<file path="config.mk">
export PLATFORM = sky130hd
export DESIGN_NAME = adc_dac_sequencer
export DESIGN_NICKNAME = d
export VERILOG_FILES = /design/src/rtl/adc_dac_sequencer.sv
export SDC_FILE = /design/constraint.sdc
export NUM_CORES = 1
export LEC_CHECK = 0
export CORE_UTILIZATION = 45
export DETAILED_ROUTE_END_ITERATION = 7
export GPL_TIMING_DRIVEN = 0
export HOLD_SLACK_MARGIN = 0.08
export PLACE_DENSITY = 0.7
export SLEW_MARGIN = 20
export SYNTH_ARGS = -nofsm -noshare
export SYNTH_HDL_FRONTEND = slang
export SYNTH_SLANG_ARGS = --single-unit
</file>
<file path="constraint.sdc">
create_clock -name sysclk -period 2.5 [get_ports sysclk]
set_clock_uncertainty 0.2 [all_clocks]
set_input_delay 0.375 -clock sysclk [delete_from_list [all_inputs] [get_ports sysclk]]
set_output_delay 0.375 -clock sysclk [all_outputs]
set_load 0.01 [all_outputs]
</file>
<file path="src/rtl/adc_dac_sequencer.sv">
// ---------------------------------------------------------------------------
// adc_dac_sequencer
//
// Per-sample scheduler for the ADC -> DAC/PWM datapath. A free-running
// divider produces a sample tick. On each tick the sequencer converts the
// enabled channels in order (CH0 first, then CH1) through spi2adc and latches
// each result. It then drives one dac_load pulse per frame with the selected
// channel's sample. Ticks that arrive mid-frame and conversions that never
// complete are reported through sticky flags.
//
// Parameters
//   CLK_DIV  sysclk cycles per sample tick (2..65535)
//   TIMEOUT  cycles spent waiting for adc_valid before a conversion is dropped
//
// Ports
//   sysclk       in   system clock, all logic on the rising edge
//   reset_n      in   asynchronous active-low reset
//   enable       in   run divider / allow new frames (0 holds divider at 0)
//   ch_mask[1:0] in   bit0 = sample CH0, bit1 = sample CH1
//   dac_src      in   channel that feeds dac_data (0 = CH0, 1 = CH1)
//   clr_err      in   synchronous clear of overrun / timeout_err
//   adc_start    out  one-cycle start pulse to spi2adc
//   adc_channel  out  channel select to spi2adc
//   adc_data     in   conversion result from spi2adc
//   adc_valid    in   data_valid level from spi2adc (rising edge = event)
//   ch0_sample   out  last good CH0 result
//   ch1_sample   out  last good CH1 result
//   dac_data     out  word to spi2dac / pwm
//   dac_load     out  one-cycle load pulse to spi2dac / pwm
//   sample_tick  out  one-cycle divider tick
//   busy         out  high whenever the sequencer is not idle
//   overrun      out  sticky: a tick arrived while busy
//   timeout_err  out  sticky: a conversion timed out
// ---------------------------------------------------------------------------
module adc_dac_sequencer #(
  parameter int CLK_DIV = 5000,
  parameter int TIMEOUT = 1023
) (
  input  logic       sysclk,
  input  logic       reset_n,
  input  logic       enable,
  input  logic [1:0] ch_mask,
  input  logic       dac_src,
  input  logic       clr_err,
  output logic       adc_start,
  output logic       adc_channel,
  input  logic [9:0] adc_data,
  input  logic       adc_valid,
  output logic [9:0] ch0_sample,
  output logic [9:0] ch1_sample,
  output logic [9:0] dac_data,
  output logic       dac_load,
  output logic       sample_tick,
  output logic       busy,
  output logic       overrun,
  output logic       timeout_err
);

  localparam logic [15:0] DIV_LAST = 16'(CLK_DIV - 1);
  localparam int WAIT_W = (TIMEOUT < 2) ? 1 : $clog2(TIMEOUT + 1);
  localparam logic [WAIT_W-1:0] WAIT_LAST = WAIT_W'(TIMEOUT);

  typedef enum logic [2:0] {
    ST_IDLE,
    ST_START,
    ST_WAIT,
    ST_STORE,
    ST_LOAD
  } state_t;

  state_t            state;
  state_t            state_d;
  logic              channel;
  logic              channel_d;
  logic [WAIT_W-1:0] wait_cnt;
  logic [WAIT_W-1:0] wait_cnt_d;
  logic [15:0]       div_cnt;
  logic              adc_valid_q;
  logic              vld_rise;
  logic              store_en;
  logic              tmo_set;
  logic              overrun_set;
  logic              go_ch1;
  logic [9:0]        dac_sel;
  logic [9:0]        dac_hold;

  // Sample-rate divider: counts 0..CLK_DIV-1 while enabled. Dropping enable
  // parks it at 0, so the first tick after re-enabling is a full period away.
  always_ff @(posedge sysclk or negedge reset_n) begin
    if (!reset_n) begin
      div_cnt <= '0;
    end else if (!enable) begin
      div_cnt <= '0;
    end else if (div_cnt == DIV_LAST) begin
      div_cnt <= '0;
    end else begin
      div_cnt <= div_cnt + 16'd1;
    end
  end

  assign sample_tick = enable && (div_cnt == DIV_LAST);

  // Delayed copy of adc_valid. It is used only to find the rising edge, because
  // spi2adc holds data_valid high for more than one cycle.
  always_ff @(posedge sysclk or negedge reset_n) begin
    if (!reset_n) begin
      adc_valid_q <= 1'b0;
    end else begin
      adc_valid_q <= adc_valid;
    end
  end

  assign vld_rise = adc_valid & ~adc_valid_q;

  // FSM state, current channel and WAIT-state cycle counter.
  always_ff @(posedge sysclk or negedge reset_n) begin
    if (!reset_n) begin
      state    <= ST_IDLE;
      channel  <= 1'b0;
      wait_cnt <= '0;
    end else begin
      state    <= state_d;
      channel  <= channel_d;
      wait_cnt <= wait_cnt_d;
    end
  end

  // After a channel finishes (stored or timed out), CH1 follows CH0 only if
  // CH1 is still enabled at that moment. Otherwise the frame goes to LOAD.
  assign go_ch1 = !channel && ch_mask[1];

  // Next-state logic. The first channel of a frame is the lowest set mask bit.
  // A timeout takes the same next-channel decision as a normal store, but does
  // not write to the sample register.
  always_comb begin
    state_d    = state;
    channel_d  = channel;
    wait_cnt_d = wait_cnt;
    store_en   = 1'b0;
    tmo_set    = 1'b0;
    case (state)
      ST_IDLE: begin
        if (sample_tick && (ch_mask != 2'b00)) begin
          state_d   = ST_START;
          channel_d = ~ch_mask[0];
        end
      end
      ST_START: begin
        wait_cnt_d = '0;
        state_d    = ST_WAIT;
      end
      ST_WAIT: begin
        if (vld_rise) begin
          state_d = ST_STORE;
        end else if (wait_cnt == WAIT_LAST) begin
          tmo_set = 1'b1;
          if (go_ch1) begin
            channel_d = 1'b1;
            state_d   = ST_START;
          end else begin
            state_d = ST_LOAD;
          end
        end else begin
          wait_cnt_d = wait_cnt + WAIT_W'(1);
        end
      end
      ST_STORE: begin
        store_en = 1'b1;
        if (go_ch1) begin
          channel_d = 1'b1;
          state_d   = ST_START;
        end else begin
          state_d = ST_LOAD;
        end
      end
      ST_LOAD: begin
        state_d = ST_IDLE;
      end
      default: begin
        state_d = ST_IDLE;
      end
    endcase
  end

  assign adc_start   = (state == ST_START);
  assign dac_load    = (state == ST_LOAD);
  assign busy        = (state != ST_IDLE);
  assign adc_channel = channel;

  // Per-channel result registers. They change only on a successful conversion,
  // so a timed-out channel keeps its previous good value.
  always_ff @(posedge sysclk or negedge reset_n) begin
    if (!reset_n) begin
      ch0_sample <= '0;
      ch1_sample <= '0;
    end else if (store_en) begin
      if (channel) begin
        ch1_sample <= adc_data;
      end else begin
        ch0_sample <= adc_data;
      end
    end
  end

  // dac_data must already be valid in the LOAD cycle, including a sample that
  // was written in the STORE cycle just before. So during LOAD it shows the
  // live selection. That selection is also captured so that dac_data stays
  // stable between loads.
  assign dac_sel  = dac_src ? ch1_sample : ch0_sample;
  assign dac_data = dac_load ? dac_sel : dac_hold;

  always_ff @(posedge sysclk or negedge reset_n) begin
    if (!reset_n) begin
      dac_hold <= '0;
    end else if (state == ST_LOAD) begin
      dac_hold <= dac_sel;
    end
  end

  // Sticky error flags. A set event wins over clr_err in the same cycle, so
  // an error is never lost.
  assign overrun_set = sample_tick && (state != ST_IDLE);

  always_ff @(posedge sysclk or negedge reset_n) begin
    if (!reset_n) begin
      overrun     <= 1'b0;
      timeout_err <= 1'b0;
    end else begin
      if (overrun_set) begin
        overrun <= 1'b1;
      end else if (clr_err) begin
        overrun <= 1'b0;
      end
      if (tmo_set) begin
        timeout_err <= 1'b1;
      end else if (clr_err) begin
        timeout_err <= 1'b0;
      end
    end
  end

endmodule
</file>
==> out/qor.yml, run 1 <==
status: "finished, final reports clean"
wl_per_cell_um: 15.8
synth_top_area_cell: "dfrtp_1"
async_flop_share: 1.00
crit_buf_inv: 1
final_nets: 369
viasPerCell: 5.66
power_density_mw_per_mm2: 911
cap_violations: 0
hpwl_um: 4490
cts_tree: "yes"
max_stage_delay_ps: 540
grtUsageTotal: 0.206
setup_viol: 0
rsz0062_at_grt: "false"
syn-mean-instance-area_um2: 10.8
hold_viol: 0
num_vias: 2439
fin_area_mm2: 0.00394
ant_nets: 0
antenna_found_initial: 0
cp_cell_sequence: "or4_4 -> nor4_4 -> and2_4 -> buf_2"
slew-limit-headroom: 0.380
drv_slew: 0
clock_latency_ps: 330
worstMarginPinSlew_ps: 924
synth_area_leaders: "dfrtp_1 53%, mux2_2 7.5%, nor2_1 4.0%"
yosys-top-cells-count: "63 x dfrtp_1, 32 x nor2_1, 20 x mux2_2, 17 x a21oi_1"
drt_pre_antenna_iters: 4
crit_path_max_fanout: 3
end_kind: "output pin"
startpoint_type: "flip-flop"
syn_nets: 298
die-area_mm2: 0.00698
cts_buffers: 9
gp_congestion: 0.820
cp.arrival_ps: 1870
min_period_ps: 2440
grt_max_degree: 53
ys.flop_type: "dfrtp_1"
wl_met2_um: 3070
totalWireLength_um: 6830
io_buffers: 53
clk_pin_slew_ps: 80
diodes: 0
grt_overflow_total: 0
fin_cells: 431
grt_pass1_wl_um: 11400
synth_edf_count: 0
clock_sinks: 63
slowest_stage: "or4_4"
start_util: 0.468
utilization: 0.618
areaGrowthSynthToFinish_pct: 31.9
hold_path_class: "in -> async"
drc: 0
die_w_um: 83.5
syn_area_mm2: 0.00299
syn_inst: 278
dpl-instance-area_mm2: 0.00364
ys_types: 47
cts_buffer_depth: 2
synth_top_area_share: 0.527
final.period_utilization: 0.978
drive_above_1_share: 0.226
crit_family: "simple AND/OR/NAND/NOR gates"
drt_iter0_drc: 132
synth_seq_cells: 63
core_area_mm2: 0.00639
h-tree-depth: 3
required_ps: 1920
ys_warn_count: 0
ios: 55
met1_length_um: 3370
dp.cells: 409
fp.dieH_um: 83.5
timing.fmax_mhz: 409
p_leak_nw: 1.71
wl_met3_um: 319
grt_pass1_vias: 2297
finalSetupTns_ps: 0
post-synth-top-count-cell: "dfrtp_1"
irDropWorstVdd_mv: 0.618
top_layer_used: "met4"
worstSetupPathType: "reg -> out"
yosysSeqAreaShare: 0.527
rows: 29
cts_root_buf: "clkbuf_8"
-- layer usage --
layer	track usage	up-vias
li1	-	1160
met1	0.303	1198
met2	0.303	76
met3	0.0406	5
met4	0.0801	0
met5	0	-
-- registers in the layout, indices dropped and copies added (netlist names) --
signal and count:
state 3, wait_cnt 10, adc_channel 1, overrun 1, adc_valid_q 1, timeout_err 1
ch0_sample 10, div_cnt 16, dac_hold 10, ch1_sample 10
-- worst paths after layout --
check / endpoint / start / slack [ps] / depth (start not counted)
hold / removal: wait_cnt[8]$_DFFE_PN0P_ / reset_n / 230 / 2
setup / recovery: sample_tick / div_cnt[6]$_DFF_PN0_ / 60 / 4
setup reg to reg: div_cnt[10]$_DFF_PN0_ / div_cnt[6]$_DFF_PN0_ / 240 / 7
max in group asynchronous: div_cnt[5]$_DFF_PN0_ / reset_n / 1350 / 3
min in group sysclk: div_cnt[0]$_DFF_PN0_ / div_cnt[0]$_DFF_PN0_ / 280 / 1
hold reg to reg: div_cnt[0]$_DFF_PN0_ / div_cnt[0]$_DFF_PN0_ / 280 / 1
-- through the flow --
stage	power (W)	worst slack [ps]	hold WS [ps]
after detailed placement	0.00278	-319	40.3
after global routing	0.00382	0.252	239
after global placement	0.00275	-1250	278
final	0.00359	55.4	229
after floorplan	0.00212	486	-121
after CTS	0.00358	16.7	229
-- layout make-up --
class	count	area [um^2]
Multi-Input combinational cell	194	1380
Sequential cell	63	1580
Tap cell	77	96.3
Clock inverter	5	32.5
Buffer	9	61.3
Clock buffer	11	151
Timing Repair Buffer	61	598
Inverter	11	41.3
Fill cell	542	2440
-- cell families (layout without fill, tap and decap cells) --
logic type,after synthesis,count (layout),share of synthesized area
multiplexers,30,30,0.109
flip-flops,63,63,0.527
adder cells (fa/ha/maj),2,2,0.00837
XOR/XNOR,12,12,0.0351
AND/OR/NAND/NOR,98,98,0.177
buffers and inverters,21,97,0.0280
AO/OA/AOI/OAI,52,52,0.115
-- timing repair --
action                                  in CTS  in global routing
pin swaps                                    3                  3
endpoints found under the setup margin      13                 12
hold buffers                                 1                  0
hold endpoints to repair                    63                  0
buffers inserted                             3                  3
gates resized for setup                     38                 15
-- report_power, final --
part	internal (W)	leakage, nW	switching (W)	total [W]
registers	0.00126	0.802	0.000171	0.00143
logic	0.000669	0.819	0.000681	0.00135
clock network	0.000410	0.0873	0.000404	0.000814
total	0.00234	1.71	0.00126	0.00359
-- cell usage in the layout, fill, tap and decap left out, drive strengths merged, types with 4 or more instances in the layout --
cell           instances
o211ai                 4
clkdlybuf4s15          5
a21oi                 17
o21ai                  5
inv                   11
nand3                 12
nor3                   4
nor4                   7
nand4                  6
nor2                  32
a31oi                 10
and3                   5
clkbuf                19
mux2i                 10
clkdlybuf4s50         40
xnor2                 10
nand2                 10
buf                   12
dfrtp                 63
mux2                  20
-- worst reg2reg max path: cells and delay by family (launching register included) --
kind	cells	cell delay [ps]
DFF	1	420
buffers and inverters	3	460
and+or+nand+nor	4	1060
(Power assumes the default switching activity.)
==> inputs of run 2 (changes only) <==
--- a/config.mk
+++ b/config.mk
@@ -5,6 +5,7 @@
 export SDC_FILE = /design/constraint.sdc
 export NUM_CORES = 1
 export LEC_CHECK = 0
+export ABC_AREA = 1
 export CORE_UTILIZATION = 45
 export DETAILED_ROUTE_END_ITERATION = 7
 export GPL_TIMING_DRIVEN = 0
@@ -14,3 +15,4 @@
 export SYNTH_ARGS = -nofsm -noshare
 export SYNTH_HDL_FRONTEND = slang
 export SYNTH_SLANG_ARGS = --single-unit
+export TNS_END_PERCENT = 100
==> run 2 against run 1 <==
  * Synthesized cell count is 26% higher
  * Critical endpoint is now busy
  * Hold slack better by 30 ps
  * Count of clock-buffer cells in the layout stayed put
  * Routed wire length is 3.5% lower
  * Non-clock buffer count is 3 lower
  * Global-route usage is 0.40 points lower
  * First-iteration DRC count is 54% lower
  * Synthesized area is 0.29% higher
  * Sequential share of layout area is 0.47 points higher
  * Design area is 1.2% lower
==> out/qor.yml, run 2 <==
final.period_utilization: 0.963
synth_seq_cells: 63
grt_max_degree: 33
grt_pass1_wl_um: 11100
ys_types: 34
diodes: 0
final_nets: 441
slew-limit-headroom: 0.655
pwr-share-comb: 0.392
final_common_cell: "nand2_1"
fin_area_mm2: 0.00389
largest_reg_flops: 16
drt_pre_antenna_iters: 4
hold_slack_ps: 259
startpoint_type: "flip-flop"
antenna_found_initial: 0
syn-mean-instance-area_um2: 8.54
setup_viol: 0
io_buffers: 53
rows: 29
hold_path_class: "reg -> reg"
post-synth-top-count-cell: "nand2_1"
synth_top_area_share: 0.526
worstSetupPathType: "reg -> out"
async_flop_share: 1.00
die-area_mm2: 0.00699
seqPwrFrac: 0.386
timing.fmax_mhz: 415
ys_warn_count: 0
status: "finished, final reports clean"
cts_buffers: 9
max_stage_delay_ps: 490
syn_nets: 371
power_density_mw_per_mm2: 1010
drive_above_1_share: 0.111
min_period_ps: 2410
syn_inst: 351
switching_share: 0.352
drc: 0
p_leak_nw: 1.79
core_area_mm2: 0.00639
drt_iter0_drc: 61
power.switching_w: 0.00138
grt_overflow_total: 0
dpl-instance-area_mm2: 0.00364
grt_pass1_vias: 2461
synth_area_leaders: "dfrtp_1 53%, nand2_1 8.8%, inv_1 5.5%"
crit_buf_inv: 3
irDropWorstVdd_mv: 0.632
totalWireLength_um: 6590
num_vias: 2534
ys.flop_type: "dfrtp_1"
clk_pin_slew_ps: 60
end_kind: "output pin"
clock_sinks: 63
final_cell_mix: "70 x nand2_1, 61 x dfrtp_1, 44 x inv_1"
die_w_um: 83.6
viasPerCell: 5.05
cp_cell_sequence: "buf_4 -> nor3_1 -> inv_1 -> clkdlybuf4s50_1"
syn_area_mm2: 0.00300
ios: 55
drv_slew: 0
slowest_stage: "clkdlybuf4s50_1"
p_clk_frac: 0.222
cts_tree: "yes"
clock_latency_ps: 340
cts_buffer_depth: 2
wl_per_cell_um: 13.1
h-tree-depth: 3
required_ps: 1920
internal-power_w: 0.00255
yosysSeqAreaShare: 0.526
synth_top_area_cell: "dfrtp_1"
gp_congestion: 0.815
synth_edf_count: 0
start_util: 0.470
worstMarginPinSlew_ps: 517
areaGrowthSynthToFinish_pct: 29.9
cap_violations: 0
grtUsageTotal: 0.202
cp.arrival_ps: 1830
hold_viol: 0
num-fill-cells: 585
fp.dieH_um: 83.6
top_register: "div_cnt"
crit_family: "buffers and inverters"
cts_root_buf: "clkbuf_8"
hpwl_um: 4740
yosys-top-cells-count: "70 x nand2_1, 63 x dfrtp_1, 44 x inv_1, 44 x nor2_1, 31 x o21ai_0"
rsz0062_at_grt: "false"
ant_nets: 0
crit_path_max_fanout: 4
## run 2: cell count changes after synthesis, sizes merged, moves of 13 or more
cell / previous run / this run
nand2: 10 / 72
inv: 11 / 45
o21ai: 5 / 37
mux2: 20 / 0
nor2: 32 / 47
nor3: 4 / 17
## run 2: final timing paths
| check | startpoint | end | slack, ps | cells after the start |
|---|---|---|---|---|
| setup / recovery | state[2]$_DFFE_PN0P_ | busy | 90 | 4 |
| min in group asynchronous | reset_n | div_cnt[7]$_DFF_PN0_ | 310 | 2 |
| hold reg to reg | div_cnt[0]$_DFF_PN0_ | div_cnt[0]$_DFF_PN0_ | 260 | 1 |
| max in group asynchronous | reset_n | state[0]$_DFFE_PN0P_ | 1270 | 3 |
| hold / removal | div_cnt[0]$_DFF_PN0_ | div_cnt[0]$_DFF_PN0_ | 260 | 1 |
| setup reg to reg | wait_cnt[0]$_DFFE_PN0P_ | wait_cnt[5]$_DFFE_PN0P_ | 650 | 9 |
## run 2: cells by family after synthesis
| logic type | synth area share |
|---|---|
| multiplexers | 0.0334 |
| flip-flops | 0.526 |
| buffers and inverters | 0.0713 |
| AND/OR/NAND/NOR | 0.234 |
| AO/OA/AOI/OAI | 0.107 |
| XOR/XNOR | 0.0204 |
| adder cells (fa/ha/maj) | 0.00834 |
## run 2: layout make-up
cell class / count / area (um^2) / area share
sequential: 63 / 1580 / 0.405
multi-input combinational: 234 / 1220 / 0.314
timing repair buffer: 59 / 578 / 0.148
inverter: 46 / 173 / 0.0443
clock buffer: 11 / 151 / 0.0389
tap: 77 / 96.3 / 0.0247
buffer: 8 / 50.0 / 0.0128
clock inverter: 4 / 45.0 / 0.0116
## run 2: per-layer routing
metal | track usage | up-vias | routed length, um
li1 | - | 1273 | -
met3 | 0.0504 | 7 | 301
met1 | 0.268 | 1209 | 3000
met2 | 0.315 | 45 | 3200
met4 | 0.0909 | 0 | 85
met5 | 0 | - | 0
## run 2: stage by stage
| stage | setup TNS (ps) | setup WS [ps] | power, W | util | std cells |
|---|---|---|---|---|---|
| final | 0 | 92.1 | 0.00393 | 0.610 | 502 |
| after global routing | 0 | 13.0 | 0.00420 | 0.610 | 502 |
| after CTS | 0 | 12.6 | 0.00396 | 0.606 | 500 |
| after detailed placement | 0 | 35.3 | 0.00309 | 0.571 | 482 |
| after global placement | -76150 | -1210 | 0.00306 | 0.568 | 481 |
| after floorplan | 0 | 737 | 0.00229 | - | 351 |
## run 2: repair_timing
| action | in CTS | in global routing |
|---|---|---|
| resized for setup | 15 | 5 |
| buffers inserted | 2 | 2 |
| setup endpoints to repair | 12 | 6 |
| cloned | 0 | 0 |
| endpoints found under the hold margin | 31 | 0 |
| hold buffers | 1 | 0 |
## run 2: power by group through the flow
stage                     Combinational [W]  Sequential (W)  Clock, W
after CTS                           0.00154         0.00151  0.000907
after detailed placement            0.00157         0.00153         0
after floorplan                    0.000717         0.00157         0
after global placement              0.00154         0.00152         0
after global routing                0.00170         0.00155  0.000947
final                               0.00154         0.00152  0.000875
==> inputs of run 3 (changes only) <==
--- a/config.mk
+++ b/config.mk
@@ -10,7 +10,7 @@
 export DETAILED_ROUTE_END_ITERATION = 7
 export GPL_TIMING_DRIVEN = 0
 export HOLD_SLACK_MARGIN = 0.08
-export PLACE_DENSITY = 0.7
+export PLACE_DENSITY = 0.66
 export SLEW_MARGIN = 20
 export SYNTH_ARGS = -nofsm -noshare
 export SYNTH_HDL_FRONTEND = slang
==> constraint.sdc (replaced) <==
create_clock -name sysclk -period 2.95 [get_ports sysclk]
set_clock_uncertainty 0.2 [all_clocks]
set_input_delay 0.4425 -clock sysclk [delete_from_list [all_inputs] [get_ports sysclk]]
set_output_delay 0.4425 -clock sysclk [all_outputs]
set_load 0.01 [all_outputs]
==> run 3 against run 2 <==
  * Utilization shrank 0.61 points
  * Combinational power shrank 13%
  * First-iteration DRC count grew 62%
  * Non-clock buffer count shrank 4
  * Setup slack gained 150 ps
  * Routed wire length grew 2.9%
  * Count of clock-buffer cells in the layout is the same
  * Die area is the same
  * Power shrank 15%
  * Flip-flop and latch count is the same
  * Hold slack gained 18 ps
  * Sequential share of layout area grew 0.38 points
  * Largest power group unchanged
==> out/qor.yml, run 3 (same netlist as run 2, synthesis figures left out) <==
cap_violations: 0
totalWireLength_um: 6780
worstMarginPinSlew_ps: 535
areaGrowthSynthToFinish_pct: 28.6
irDropWorstVdd_mv: 0.549
drv_slew: 0
setup_viol: 0
grt_pass1_wl_um: 11600
clock_latency_ps: 340
dp.cells: 482
final_cell_mix: "70 x nand2_1, 62 x dfrtp_1, 52 x clkdlybuf4s50_1"
hpwl_um: 4940
startpoint_type: "flip-flop"
timing.rr.start: "wait_cnt[0]$_DFFE_PN0P_"
start_util: 0.470
hold-path-cell-count: 1
status: "finished, final reports clean"
final_common_cell: "nand2_1"
largest_reg_flops: 16
rows: 29
timing.rr.end: "wait_cnt[5]$_DFFE_PN0P_"
ant_nets: 0
io_buffers: 53
gp_congestion: 0.829
drive_above_1_share: 0.0929
final.period_utilization: 0.919
die_w_um: 83.6
grt_pass1_vias: 2452
drt_iter0_drc: 99
grt_max_degree: 45
diodes: 0
top_register: "div_cnt"
crit_path_max_fanout: 3
antenna_found_initial: 0
slew-limit-headroom: 0.643
fin_area_mm2: 0.00386
multi_input_area_mm2: 0.00121
viasPerCell: 5.00
cts_root_buf: "clkbuf_8"
whs_endpoint: "div_cnt[0]$_DFF_PN0_"
worstSetupPathType: "reg -> out"
fin_cells: 497
ios: 55
min_period_ps: 2710
num_vias: 2483
final_nets: 437
hold_viol: 0
drc: 0
rsz0062_at_grt: "false"
drt_pre_antenna_iters: 4
fp.dieH_um: 83.6
r2r_cells: 9
cts_tree: "yes"
hold_path_class: "reg -> reg"
num-fill-cells: 593
grtUsageTotal: 0.211
end_kind: "output pin"
clk_pin_slew_ps: 60
grt_overflow_total: 0
core_area_mm2: 0.00639
cts_buffers: 9
h-tree-depth: 3
seq_area_mm2: 0.00158
cp.arrival_ps: 2070
cts_buffer_depth: 2
dpl-instance-area_mm2: 0.00365
power_density_mw_per_mm2: 869
die-area_mm2: 0.00699
utilization: 0.604
clock_sinks: 63
wl_per_cell_um: 13.6
regToRegSetupSlack_ps: 1060
timing.fmax_mhz: 369
hold_start: "div_cnt[0]$_DFF_PN0_"
p_leak_nw: 1.74
required_ps: 2310
run 3: final cells by class:
cell class / instances / share of cell area
plain buffers: 8 / 0.0114
clock buffers: 11 / 0.0367
clock inverters: 3 / 0.0117
inverters: 46 / 0.0448
multi-input cells: 234 / 0.315
flip-flops and latches: 63 / 0.409
well taps: 77 / 0.0250
repair buffers: 55 / 0.147
run 3: through the flow:
stage / setup WS [ps] / TNS [ps] / total power (W) / hold slack [ps]
6_report: 239 / 0 / 0.00335 / 277
5_1_grt: 86.2 / 0 / 0.00358 / 308
4_1_cts: 29.2 / 0 / 0.00339 / 282
3_5_place_dp: 430 / 0 / 0.00264 / 150
3_3_place_gp: -854 / -53520 / 0.00260 / 248
2_1_floorplan: 1120 / 0 / 0.00194 / -53.1
run 3: worst max-delay path by stage:
stage | end | start | depth (start not counted)
after floorplan | dac_data[0] | state[2]$_DFFE_PN0P_ | 5
after global placement | ch1_sample[7]$_DFFE_PN0P_ | reset_n | 1
after detailed placement | dac_data[6] | state[2]$_DFFE_PN0P_ | 6
after CTS | dac_data[6] | state[2]$_DFFE_PN0P_ | 6
after global routing | dac_data[6] | state[2]$_DFFE_PN0P_ | 6
final | sample_tick | div_cnt[0]$_DFF_PN0_ | 6
run 3: worst max-delay path: stages, from the launching register on:
cell and delay [ps]:
dfrtp_1 380, ha_1 210, nand4_1 90, nor2_1 220
nand2_1 80, nor2_1 190, clkdlybuf4s50_1 570
run 3: timing repair:
item	in CTS	in global routing
setup endpoints to repair	0	9
hold buffers	1	0
buffers inserted	0	0
hold endpoints to repair	19	0
resized for setup	0	4
run 3: layer usage:
| layer | track usage | routed length, um | vias to the layer above |
|---|---|---|---|
| met1 | 0.289 | 3320 | 1178 |
| li1 | - | - | 1259 |
| met2 | 0.330 | 3160 | 38 |
| met5 | 0 | 0 | - |
| met4 | 0.0801 | 93 | 0 |
| met3 | 0.0465 | 198 | 8 |
run 3: power by group:
| group | total (W) | internal (W) | switching, W |
|---|---|---|---|
| logic | 0.00134 | 0.000655 | 0.000683 |
| clock network | 0.000730 | 0.000404 | 0.000326 |
| registers | 0.00128 | 0.00110 | 0.000179 |
